**src/rtl/round_robin_arbiter_4_pkg.sv**
```systemverilog
// Shared types and constants for the 4-way round-robin arbiter.
// State encoding, requester count and index width live here.
package round_robin_arbiter_4_pkg;

  localparam int N_REQ = 4;
  localparam int IDX_W = 2;

  typedef enum logic {
    ST_IDLE  = 1'b0,
    ST_GRANT = 1'b1
  } arb_state_e;

endpackage : round_robin_arbiter_4_pkg

```
**src/rtl/round_robin_arbiter_4_if.sv**
```systemverilog
// Requester-side bus of the 4-way round-robin arbiter.
// The master modport is the arbiter and the slave modport is the requester pool.
interface round_robin_arbiter_4_if;
  import round_robin_arbiter_4_pkg::*;

  // Level handshake: req[i] stays high for as long as requester i wants or
  // holds the resource. gnt[i] high means i owns it. Dropping req[i] while
  // granted releases the resource. gnt_id is meaningful only while busy=1.
  // timeout pulses for one cycle when a grant is forcibly revoked.
  logic [N_REQ-1:0] req;
  logic [N_REQ-1:0] gnt;
  logic [IDX_W-1:0] gnt_id;
  logic             busy;
  logic             timeout;
  arb_state_e       dbg_state;

  modport master (
    input  req,
    output gnt,
    output gnt_id,
    output busy,
    output timeout,
    output dbg_state
  );

  modport slave (
    output req,
    input  gnt,
    input  gnt_id,
    input  busy,
    input  timeout,
    input  dbg_state
  );

endinterface : round_robin_arbiter_4_if

```
**src/rtl/round_robin_arbiter_4_decoder_2x4.sv**
```systemverilog
// 2-to-4 one-hot decoder with enable. It turns the latched grant index into gnt.
module decoder_2x4
  import round_robin_arbiter_4_pkg::*;
(
  input  logic [IDX_W-1:0] i_a,
  input  logic             i_e,
  output logic [N_REQ-1:0] o_y
);

  always_comb begin
    o_y = '0;
    if (i_e) begin
      o_y[i_a] = 1'b1;
    end
  end

endmodule : decoder_2x4

```
**src/rtl/round_robin_arbiter_4.sv**
```systemverilog
// 4-way round-robin arbiter. It uses a two-state IDLE/GRANT FSM and always leaves one dead cycle between grants.
// Defining ARB_TIMEOUT_EN builds a hold counter that revokes any grant held for HOLD_MAX cycles.
module round_robin_arbiter_4
  import round_robin_arbiter_4_pkg::*;
#(
  parameter int HOLD_MAX = 16
) (
  input  logic                   clk,
  input  logic                   rst_n,
  round_robin_arbiter_4_if.master bus
);

  if (HOLD_MAX < 2 || HOLD_MAX > 256) begin : g_bad_hold_max
    $error("HOLD_MAX must be within 2..256");
  end

  arb_state_e       r_state, w_state_nxt;
  logic [IDX_W-1:0] r_ptr, w_ptr_nxt;
  logic [IDX_W-1:0] r_sel, w_sel_nxt;
  logic             w_found;
  logic [IDX_W-1:0] w_win;
  logic             w_in_grant;
  logic             w_sel_req;
  logic             w_hold_expire;

  assign w_in_grant = (r_state == ST_GRANT);
  assign w_sel_req  = bus.req[r_sel];

  // The first requester at or after ptr wins. The index sum wraps in 2 bits.
  always_comb begin
    w_found = 1'b0;
    w_win   = r_ptr;
    for (int i = 0; i < N_REQ; i++) begin
      if (!w_found && bus.req[r_ptr + IDX_W'(i)]) begin
        w_found = 1'b1;
        w_win   = r_ptr + IDX_W'(i);
      end
    end
  end

`ifdef ARB_TIMEOUT_EN
  localparam int CNT_W = $clog2(HOLD_MAX);
  localparam logic [CNT_W-1:0] CNT_LAST = CNT_W'(HOLD_MAX - 1);

  logic [CNT_W-1:0] r_hold_cnt;
  logic             r_timeout;

  // The counter is held at zero in IDLE, so every GRANT starts counting from 0.
  always_ff @(posedge clk or negedge rst_n) begin
    if (!rst_n) begin
      r_hold_cnt <= '0;
      r_timeout  <= 1'b0;
    end else begin
      r_hold_cnt <= w_in_grant ? r_hold_cnt + 1'b1 : '0;
      r_timeout  <= w_hold_expire;
    end
  end

  // A release on the expiry edge takes precedence, so it produces no pulse.
  assign w_hold_expire = w_in_grant && w_sel_req && (r_hold_cnt == CNT_LAST);
  assign bus.timeout   = r_timeout;
`else
  assign w_hold_expire = 1'b0;
  assign bus.timeout   = 1'b0;
`endif

  always_ff @(posedge clk or negedge rst_n) begin
    if (!rst_n) begin
      r_state <= ST_IDLE;
      r_ptr   <= '0;
      r_sel   <= '0;
    end else begin
      r_state <= w_state_nxt;
      r_ptr   <= w_ptr_nxt;
      r_sel   <= w_sel_nxt;
    end
  end

  always_comb begin
    w_state_nxt = r_state;
    w_ptr_nxt   = r_ptr;
    w_sel_nxt   = r_sel;
    unique case (r_state)
      ST_IDLE: begin
        if (w_found) begin
          w_state_nxt = ST_GRANT;
          w_sel_nxt   = w_win;
        end
      end
      ST_GRANT: begin
        if (!w_sel_req || w_hold_expire) begin
          w_state_nxt = ST_IDLE;
          w_ptr_nxt   = r_sel + 1'b1;
        end
      end
      default: w_state_nxt = ST_IDLE;
    endcase
  end

  decoder_2x4 u_gnt_dec (
    .i_a (r_sel),
    .i_e (w_in_grant),
    .o_y (bus.gnt)
  );

  assign bus.busy      = w_in_grant;
  assign bus.gnt_id    = w_in_grant ? r_sel : '0;
  assign bus.dbg_state = r_state;

endmodule : round_robin_arbiter_4

```
**src/flat_wrapper.sv**
```systemverilog
// flat-port wrapper written by rule: the top's interface ports become plain ports
module round_robin_arbiter_4_flat import round_robin_arbiter_4_pkg::*;
#(
  parameter int HOLD_MAX = 16
)
  (clk, rst_n, bus_req, bus_gnt, bus_gnt_id, bus_busy, bus_timeout, bus_dbg_state);
  round_robin_arbiter_4_if bus_i ();
  input  logic clk;
  input  logic rst_n;
  input wire logic [$bits(bus_i.req)-1:0] bus_req;
  output wire logic [$bits(bus_i.gnt)-1:0] bus_gnt;
  output wire logic [$bits(bus_i.gnt_id)-1:0] bus_gnt_id;
  output wire logic [$bits(bus_i.busy)-1:0] bus_busy;
  output wire logic [$bits(bus_i.timeout)-1:0] bus_timeout;
  output wire logic [$bits(bus_i.dbg_state)-1:0] bus_dbg_state;
  assign bus_i.req = bus_req;
  assign bus_gnt = bus_i.gnt;
  assign bus_gnt_id = bus_i.gnt_id;
  assign bus_busy = bus_i.busy;
  assign bus_timeout = bus_i.timeout;
  assign bus_dbg_state = bus_i.dbg_state;
  round_robin_arbiter_4 #(.HOLD_MAX(HOLD_MAX)) u_core (.clk(clk), .rst_n(rst_n), .bus(bus_i));
endmodule
```
**config.mk**
```make
export PLATFORM = sky130hd
export DESIGN_NAME = round_robin_arbiter_4_flat
export DESIGN_NICKNAME = d
export VERILOG_FILES = /design/src/rtl/round_robin_arbiter_4_pkg.sv /design/src/rtl/round_robin_arbiter_4_if.sv /design/src/rtl/round_robin_arbiter_4_decoder_2x4.sv /design/src/rtl/round_robin_arbiter_4.sv /design/src/flat_wrapper.sv
export SDC_FILE = /design/constraint.sdc
export NUM_CORES = 1
export LEC_CHECK = 0
export ABC_AREA = 1
export CORE_MARGIN = 5
export CORE_UTILIZATION = 50
export DETAILED_ROUTE_END_ITERATION = 12
export DONT_BUFFER_PORTS = 1
export PLACE_DENSITY_LB_ADDON = 0.12
export SYNTH_ARGS = -nofsm -noshare
export SYNTH_HDL_FRONTEND = slang
export SYNTH_SLANG_ARGS = --single-unit
```
**constraint.sdc**
```tcl
create_clock -name clk -period 2.6 [get_ports clk]
set_input_delay 0 -clock clk [delete_from_list [all_inputs] [get_ports clk]]
set_output_delay 0 -clock clk [all_outputs]
set_load 0.02 [all_outputs]
```
[Word-level counts from Yosys, hierarchy flattened]
Cells that the tools add are included.
Word-level totals
  register bits after elaboration: 5
  output and inout port bits: 9
  bits of input ports: 6
Cells by class
  add/subtract/negate cells: 4
  mux-type cells: 24
  $lt $le $gt $ge: 6
  reductions and logical operators: 9
  bitwise logic cells: 2
Operator list (count)
  2-bit by 3-bit < comparator with 1-bit output, second input constant: 5
  1-bit 2-to-1 mux: 12
  1-bit binary-select mux with 2-bit select: 5
  2-bit 2-to-1 mux: 4
  2-bit by 1-bit adder with 2-bit output, second input constant: 2
  2-bit adder, second input constant: 2
  1-bit logical AND: 4
  4-bit 2-to-1 mux: 1
  2-bit AND reduction: 2
  1-bit logical NOT: 3
  1-bit demux with 2-bit select: 1
  2-bit by 1-bit >= comparator with 1-bit output, second input constant: 1
  1-bit NOT: 2
  1-bit one-hot mux with 2 select lines: 1

[Longest topological paths before layout]
Gate-level depths: netlist (run 1).
  depth in word-level cells: 14
  gate-level depth with buffers: 13
  gate-level depth less buffers: 13

[By module]
From an unflattened synthesis (run 1), not the netlist that was laid out.
Second synthesis, totals
  cell total of the unflattened synthesis: 115
  area, all modules: 629.4 um^2
By module, submodules not included
  round_robin_arbiter_4: cells each 107, times used 1, sequential area each 125.1 um^2, area each 599.3 um^2
  decoder_2x4: cells each 8, times used 1, sequential area each 0.0 um^2, area each 30.0 um^2

[Least setup slack after synthesis (run 1)]
Ideal clock, no wire load.
  path kind: register to register
  from: reg u_core.r_ptr[0]
  to: reg u_core.r_sel[0]
  slack: 1264 ps
  arrival time: 1218 ps
  clock period less this slack: 1336 ps
  setup time: 118 ps
  stages on the path, launching flop included: 13
  path buffers: 0
  cell sequence: dfrtp_1 > inv_2 > nand2_1 > nand2_2 > nand2_2 > nand2_4 > nor2_4 > nand2_2 > nor2_2 > nor2_2 > inv_2 > nand2_1 > nand2_1
Between the ends
  longest elaborated chain between the ends: 13
  elaborated cells on any way between the ends: 25
RTL lines
  start, declared: RTL line round_robin_arbiter_4.sv:18  | logic [IDX_W-1:0] r_ptr, w_ptr_nxt;
  start signal, assigned: RTL line round_robin_arbiter_4.sv:74  | r_ptr <= w_ptr_nxt;
  parallel branches: the longest is 13 deep, another holds 2-bit by 1-bit adder with 2-bit output
  end signal, assigned: RTL line round_robin_arbiter_4.sv:75  | r_sel <= w_sel_nxt;
  end, declared: RTL line round_robin_arbiter_4.sv:19  | logic [IDX_W-1:0] r_sel, w_sel_nxt;
Parallel ways; which one is timed is not known. The select of a mux whose other input is x is not followed.
A chain may end at the register's enable or synchronous reset.

[Final worst setup path (run 1)]
  from: reg u_core.r_ptr[0]
  to: reg u_core.r_state (netlist: u_core.bus.busy)
Between the ends
  longest elaborated chain between the ends: 14
  elaborated cells on any way between the ends: 23
RTL lines
  parallel branches: the longest is 11 deep, another holds 2-bit by 1-bit adder with 2-bit output
  1-bit 2-to-1 mux (*): RTL line round_robin_arbiter_4.sv:34  | if (!w_found && bus.req[r_ptr + IDX_W'(i)]) begin
  1-bit 2-to-1 mux (*): RTL line round_robin_arbiter_4.sv:85  | if (w_found) begin
  1-bit one-hot mux with 2 select lines (*): RTL line round_robin_arbiter_4.sv:83  | unique case (r_state)
  named net u_core.w_state_nxt: RTL line round_robin_arbiter_4.sv:17  | arb_state_e r_state, w_state_nxt;
  end signal, assigned: RTL line round_robin_arbiter_4.sv:73  | r_state <= w_state_nxt;
  end, declared: RTL line round_robin_arbiter_4.sv:17
Mark *: on every way through the listed nets, which the timed path passes. The select of a mux whose other input is x is not followed.

==> summary.md, run 1 <==
| Metric | Value |
|---|---|
| Detailed-placement wirelength estimate | `1.189 mm` |
| Maximum number of pins on one net before global-route repair | `15` |
| Share of the core filled with cells | `53.94%` |
| Port Buf Inserts | `0` |
| Layout Cells excl Fill | `roughly 130` |
| Clock buffers created by TritonCTS | `3` |
| Total Nets Final | `124` |
| Peak supply drop | `0.6993 mV` |
| Via count of the first global-routing pass | `a little over 600` |
| Antenna violations before repair | `0` |
| Die Area | `2183 um2` |
| Antenna Nets Post-Route | `0` |
| Total grt overflow | `0` |
| Power per unit of standard cell area | `1493 nW/um2` |
| CTS H-Tree Depth | `1` |
| Clock slew at the register clock pins of the worst setup and hold paths | `~0.060 ns` |
| CTS tree | `done` |
| Critical path arrival | `1.87 ns` |
| Setup TNS | `0 ns` |
| Overall track demand over capacity in global routing | `around 16%` |
| Worst setup EP type | `flop` |
| Io pins | `15` |
| Buffers inserted during post-CTS setup optimization | `0` |
| Iter 0 DRT Violations | `7` |
| Fmax | `0.5735 GHz` |
| Share of the clock period used by the worst path after layout | `roughly two thirds` |
| Library cell used as clock root buffer | `clkbuf_4` |
| Run status | `complete, no violations` |
| Synth Net Count | `roughly 120` |
| Total Routed Length | `approximately 1.5 mm` |
| Total count of max-transition violations in the final report | `0` |
| Number of placed instances, taps included | `between 100 and 150` |
| Length of the first detailed-routing pass in iterations | `5` |
| First-pass GRT wire length | `2.449 mm` |
| Final design area excluding fillers | `693.2 um2` |
| Final hold vios | `0` |
| WL/cell | `11.93 um` |
| Initial core utilization | `between 50% and 60%` |
| Number of warnings issued by yosys | `0` |
| Depth of the worst register-to-register path | `11` |
| Height of the die | `~47 um` |
| Worst-margin pin slew | `roughly 0.65 ns` |
| Pleak | `0.4227 nW` |
| Area of placed instances | `around 660 um2` |
| Capture instance of the worst register-to-register path | `u_core.bus.busy$_DFF_PN0_` |
| Setup-violating endpoint count in the final report | `0` |
| Final routed DRC violation total | `0` |
| Area of the mapped netlist | `674.4 um2` |
| Number of synthesized register bits | `5` |
| Number of instances in the synthesized netlist | `112` |
| Max-Slew Margin vs Limit | `56.75%` |
| Maximum buffer depth of the clock tree | `2` |
| Setup repair after global routing missed its margin | `false` |
| Vias per inst | `5.242` |
| Floorplan row count | `13` |
| Post-route worst setup slack | `0.8563 ns` |
| Worst-case register-to-register setup slack | `between 0.8 and 0.9 ns` |
| Commonest non-fill, non-tap cells in the layout | `nand2_1, inv_1, nand2_2, nand3_1, dfrtp_1` |
| ANT cells | `0` |
| Worst hold path class | `input port to async pin` |
| Via Count | `671` |
| Required arrival time at the worst endpoint | `between 2 and 3 ns` |
| Fraction of final layout cells sized beyond drive strength 1 | `between 20% and 30%` |
| Area growth, synth to finish | `2.783%` |
| Clock insertion delay at the later pin of the skew report | `0.25 ns` |
| Leading cell type in the layout, fill and taps excluded | `nand2_1` |
| Critical path class | `flop to flop` |
| Worst Setup Start Kind | `flop` |
| Max-cap violation count | `0` |
| Worst setup skew after layout | `0.01350 ns` |
| Reg-to-reg startpoint | `u_core.r_ptr[0]$_DFFE_PN0P_` |
| Final estimated routing congestion in global placement | `0.8674` |
| Width of the die | `46.73 um` |
| Worst-case setup slack after placement | `0.8687 ns` |
| Post-synthesis cell type count | `21` |
| Tmin final | `1.744 ns` |
| Placeable core region | `1285 um2` |
| Number of clock sinks | `5` |
| Share of the yosys chip area belonging to registers | `18.55%` |
| Average instance area after synthesis | `6.021 um2` |
| Crit path max fanout | `14` |
-- cell families (layout without fill, tap and decap cells) --
| family | after synthesis | after routing | synth area share (%) |
|---|---|---|---|
| AO/OA/AOI/OAI | 8 | 8 | 6.493 |
| adder cells (fa/ha/maj) | 4 | 4 | 7.421 |
| flip-flops | 5 | 5 | 18.55 |
| other | 1 | 1 | 0.5561 |
| buffers and inverters | 21 | 22 | 15.03 |
| AND/OR/NAND/NOR | 73 | 73 | 51.95 |
-- metal layers --
layer / global-route usage (%) / part of all wire (%) / routed length [um] / vias to the layer above
met4: 8.287 / 1.4 / 22 / 0
li1: - / - / - / 342
met3: 4.297 / 5.5 / 84 / 2
met5: 0 / 0 / 0 / -
met2: 31.59 / 51 / 784 / 25
met1: 15.47 / 42 / 636 / 302
-- area by class of cell --
cell class	instances	area, um2
Clock buffer	3	22.52
Clock inverter	1	5.005
Fill cell	148	591.8
Inverter	17	63.81
Multi-Input combinational cell	86	447.9
Sequential cell	5	125.1
Tap cell	15	18.77
Timing Repair Buffer	1	10.01
-- registers in the layout, indices dropped and copies added (netlist names) --
register and cells:
u_core.r_sel 2, u_core.r_ptr 2, u_core.bus.busy 1
-- worst max-delay path by stage --
stage,from,end
after global placement,u_core.r_ptr[0]$_DFFE_PN0P_,u_core.r_sel[1]$_DFFE_PN0P_
after detailed placement,u_core.r_ptr[0]$_DFFE_PN0P_,u_core.r_sel[0]$_DFFE_PN0P_
after CTS,u_core.r_ptr[0]$_DFFE_PN0P_,u_core.r_sel[0]$_DFFE_PN0P_
after floorplan,u_core.r_ptr[0]$_DFFE_PN0P_,u_core.r_sel[0]$_DFFE_PN0P_
final,u_core.r_ptr[0]$_DFFE_PN0P_,u_core.bus.busy$_DFF_PN0_
after global routing,u_core.r_ptr[0]$_DFFE_PN0P_,u_core.r_sel[0]$_DFFE_PN0P_
-- synth_stat cells --
cell	count	area share, %
o21ai_0	1	0.74
inv_1	12	6.7
nand2_1	45	25
dfrtp_1	5	19
clkinv_1	1	0.56
conb_1	1	0.56
nand2_4	2	3.3
nor2_1	1	0.56
nor2_2	2	1.9
ha_1	4	7.4
o21ai_1	2	1.5
nor2_4	1	1.7
nand3_2	1	1.5
buf_6	2	3.3
inv_2	4	2.2
o21ai_2	1	1.3
nand3_1	8	5.9
nand2_2	10	9.3
a21oi_1	4	3.0
buf_4	2	2.2
nand4_1	3	2.8
-- repair_timing --
item                                    CTS  global route
endpoints found under the setup margin    0             0
resized for setup                         0             0
hold endpoints to repair                  5             0
hold buffers                              1             0
-- power breakdown --
group | leakage, nW | internal, mW | switching, mW
logic | 0.347 | 0.228 | 0.463
registers | 0.0584 | 0.119 | 0.131
clock network | 0.0177 | 0.0560 | 0.0381
total | 0.423 | 0.403 | 0.633
-- through the flow --
step,total power [mW],hold slack [ns]
4_1_cts,1.047,0.04936
5_1_grt,1.145,0.05935
2_1_floorplan,0.8657,-0.2956
6_report,1.035,0.04630
3_5_place_dp,0.9428,-0.2955
3_3_place_gp,0.9313,-0.2955
-- worst max-delay path, cell delays in order (launching register included) --
cell	delay [ns]
dfrtp_1	0.63
inv_2	0.19
nand2_1	0.12
nand2_2	0.06
nand2_2	0.08
nand2_4	0.07
nor2_4	0.10
nand2_2	0.07
nor2_2	0.09
nor2_2	0.05
inv_2	0.09
nand2_1	0.06
Note: power is estimated with default switching activity, not from simulation.
==> run 2: changes to the inputs <==
==> constraint.sdc (replaced) <==
create_clock -name clk -period 1.5 [get_ports clk]
set_input_delay 0 -clock clk [delete_from_list [all_inputs] [get_ports clk]]
set_output_delay 0 -clock clk [all_outputs]
set_load 0.02 [all_outputs]
==> run 2 against run 1 <==
Flip-flop and latch count unchanged. Maximum frequency rose by 16%. Sequential share of layout area down 3.5 points.
==> summary.md, run 2 (synthesis gave the netlist of run 1 again) <==
| Metric | Value |
|---|---|
| Final estimated routing congestion in global placement | `0.8333` |
| CTS tree | `done` |
| Io pins | `15` |
| Critical path arrival | `approximately 1.6 ns` |
| Leading cell type in the layout, fill and taps excluded | `nand2_1` |
| Total grt overflow | `0` |
| Worst-case hold slack | `0.04819 ns` |
| Depth of the worst register-to-register path | `11` |
| Total count of max-transition violations in the final report | `0` |
| Die Area | `roughly 2200 um2` |
| Worst setup EP type | `flop` |
| Floorplan row count | `13` |
| Standard cell with the maximum stage delay on the critical path | `dfrtp_2` |
| Total Nets Final | `between 100 and 150` |
| Worst hold path class | `input port to async pin` |
| Tmin final | `1.499 ns` |
| Length of the first detailed-routing pass in iterations | `4` |
| Share of the clock period used by the worst path after layout | `99.93%` |
| Width of the die | `46.73 um` |
| Final design area excluding fillers | `868.3 um2` |
| Via count of the first global-routing pass | `584` |
| CTS H-Tree Depth | `1` |
| Fmax | `0.6671 GHz` |
| Setup-violating endpoint count in the final report | `0` |
| Total net switching power | `1.269 mW` |
| First-pass GRT wire length | `2.332 mm` |
| Crit path max fanout | `5` |
| Power share of the combinational group | `77.4%` |
| Peak supply drop | `1.646 mV` |
| Pleak | `a little over 0.5 nW` |
| Maximum buffer depth of the clock tree | `2` |
| Initial core utilization | `52.48%` |
| Power per unit of standard cell area | `2610 nW/um2` |
| Iter 0 DRT Violations | `16` |
| Area used by multi-input combinational logic | `505.5 um2` |
| Switching part of the total power | `56.01%` |
| Detailed-placement wirelength estimate | `1.173 mm` |
| Required arrival time at the worst endpoint | `between 1.5 and 2 ns` |
| Delay of the slowest cell on the worst path | `0.46 ns` |
| Number of clock sinks | `5` |
| Final routed DRC violation total | `0` |
| Number of placed instances, taps included | `128` |
| Final hold vios | `0` |
| Commonest non-fill, non-tap cells in the layout | `nand2_1, nand2_2, inv_1, buf_4, nand2_4` |
| Total Routed Length | `about 1.8 mm` |
| Filler cell count in the final layout | `118` |
| Port Buf Inserts | `0` |
| Run status | `complete, no violations` |
| Sequential share of power | `15.8%` |
| Via Count | `729` |
| Placeable core region | `between 1000 and 1500 um2` |
| ANT cells | `0` |
| Max-cap violation count | `0` |
| Critical path class | `flop to flop` |
| Layout Cells excl Fill | `141` |
| Worst Setup Start Kind | `flop` |
| Height of the die | `46.73 um` |
| Antenna violations before repair | `0` |
| WL/cell | `12.70 um` |
| Internal | `0.9971 mW` |
| Seq. cell area | `126.4 um2` |
| Library cell used as clock root buffer | `clkbuf_4` |
| Proportion of power drawn by the clock network | `6.9%` |
| Area of placed instances | `693.2 um2` |
| Clock slew at the register clock pins of the worst setup and hold paths | `0.05 ns` |
| Worst setup skew after layout | `0.006605 ns` |
| Setup repair after global routing missed its margin | `true` |
| Cell-by-cell trace of the critical path | `buf_6 -> nand2_4 -> nand3_1 -> nand2_2 -> nor2_4 -> nand2_2 -> nor2_2 -> nor2_2 -> inv_2 -> nand2_1 -> nand2_1` |
| Clock buffers created by TritonCTS | `3` |
| Overall track demand over capacity in global routing | `15.13%` |
| Vias per inst | `5.170` |
| Fraction of final layout cells sized beyond drive strength 1 | `38.10%` |
| Antenna Nets Post-Route | `0` |
| Maximum number of pins on one net before global-route repair | `11` |
| Area growth, synth to finish | `28.76%` |
| Clock insertion delay at the later pin of the skew report | `0.24 ns` |
## run 2: changes by cell type in the layout (fill, tap and decap cells not counted), sizes merged
cell / change
clkbuf: +1
buf: +13
inv: -1
## run 2: per-layer routing
metal	routed length, um	global-route usage [%]
met5	0	0
met4	12	6.630
met1	754	18.46
met2	934	25.27
met3	88	3.516
## run 2: worst max-delay path: cells and delay by family, from the launching register on
kind / cells / cell delay, ns
buffers and inverters: 2 / 0.22
DFF: 1 / 0.46
and+or+nand+nor: 9 / 0.69
## run 2: per-stage QoR
step	utilization, %	setup TNS, ns	setup slack (ns)	power (mW)
after floorplan	-	0	0.1643	1.501
after global placement	53.94	0	0.07397	1.710
after detailed placement	53.94	0	0.04778	1.724
after CTS	56.77	0	0.03533	1.892
after global routing	67.58	-0.2790	-0.1131	2.475
final	67.58	0	0.001037	2.266
## run 2: path summary, 6_finish.rpt
path                                              from                          end  slack [ns]
setup / recovery           u_core.r_ptr[0]$_DFFE_PN0P_  u_core.r_sel[1]$_DFFE_PN0P_       0.001
hold / removal                                   rst_n  u_core.r_ptr[1]$_DFFE_PN0P_        0.05
setup reg to reg           u_core.r_ptr[0]$_DFFE_PN0P_  u_core.r_sel[1]$_DFFE_PN0P_       0.001
hold reg to reg            u_core.r_sel[1]$_DFFE_PN0P_  u_core.r_sel[1]$_DFFE_PN0P_        0.61
max in group asynchronous                        rst_n  u_core.r_ptr[0]$_DFFE_PN0P_        1.24
min in group clk                            bus_req[3]    u_core.bus.busy$_DFF_PN0_        0.08
## run 2: what timing repair did
item / in CTS / in global routing
setup endpoints to repair: 0 / 3
resized for setup: 0 / 22
hold buffers: 1 / 0
setup buffers: 0 / 8
hold endpoints to repair: 5 / 0
## run 2: cell type report
class | count | share of cell area [%]
clock buffer | 4 | 3.026
inverter | 17 | 7.925
multi-input combinational | 86 | 58.21
sequential | 5 | 14.55
tap | 15 | 2.161
timing repair buffer | 14 | 14.12
## run 2: power by group through the flow
stage / combinational, mW / sequential (mW) / clock, mW
floorplan: 1.18 / 0.320 / 0
global placement: 1.38 / 0.333 / 0
detailed placement: 1.39 / 0.336 / 0
CTS: 1.40 / 0.335 / 0.158
global route: 1.93 / 0.372 / 0.177
finish: 1.75 / 0.357 / 0.156
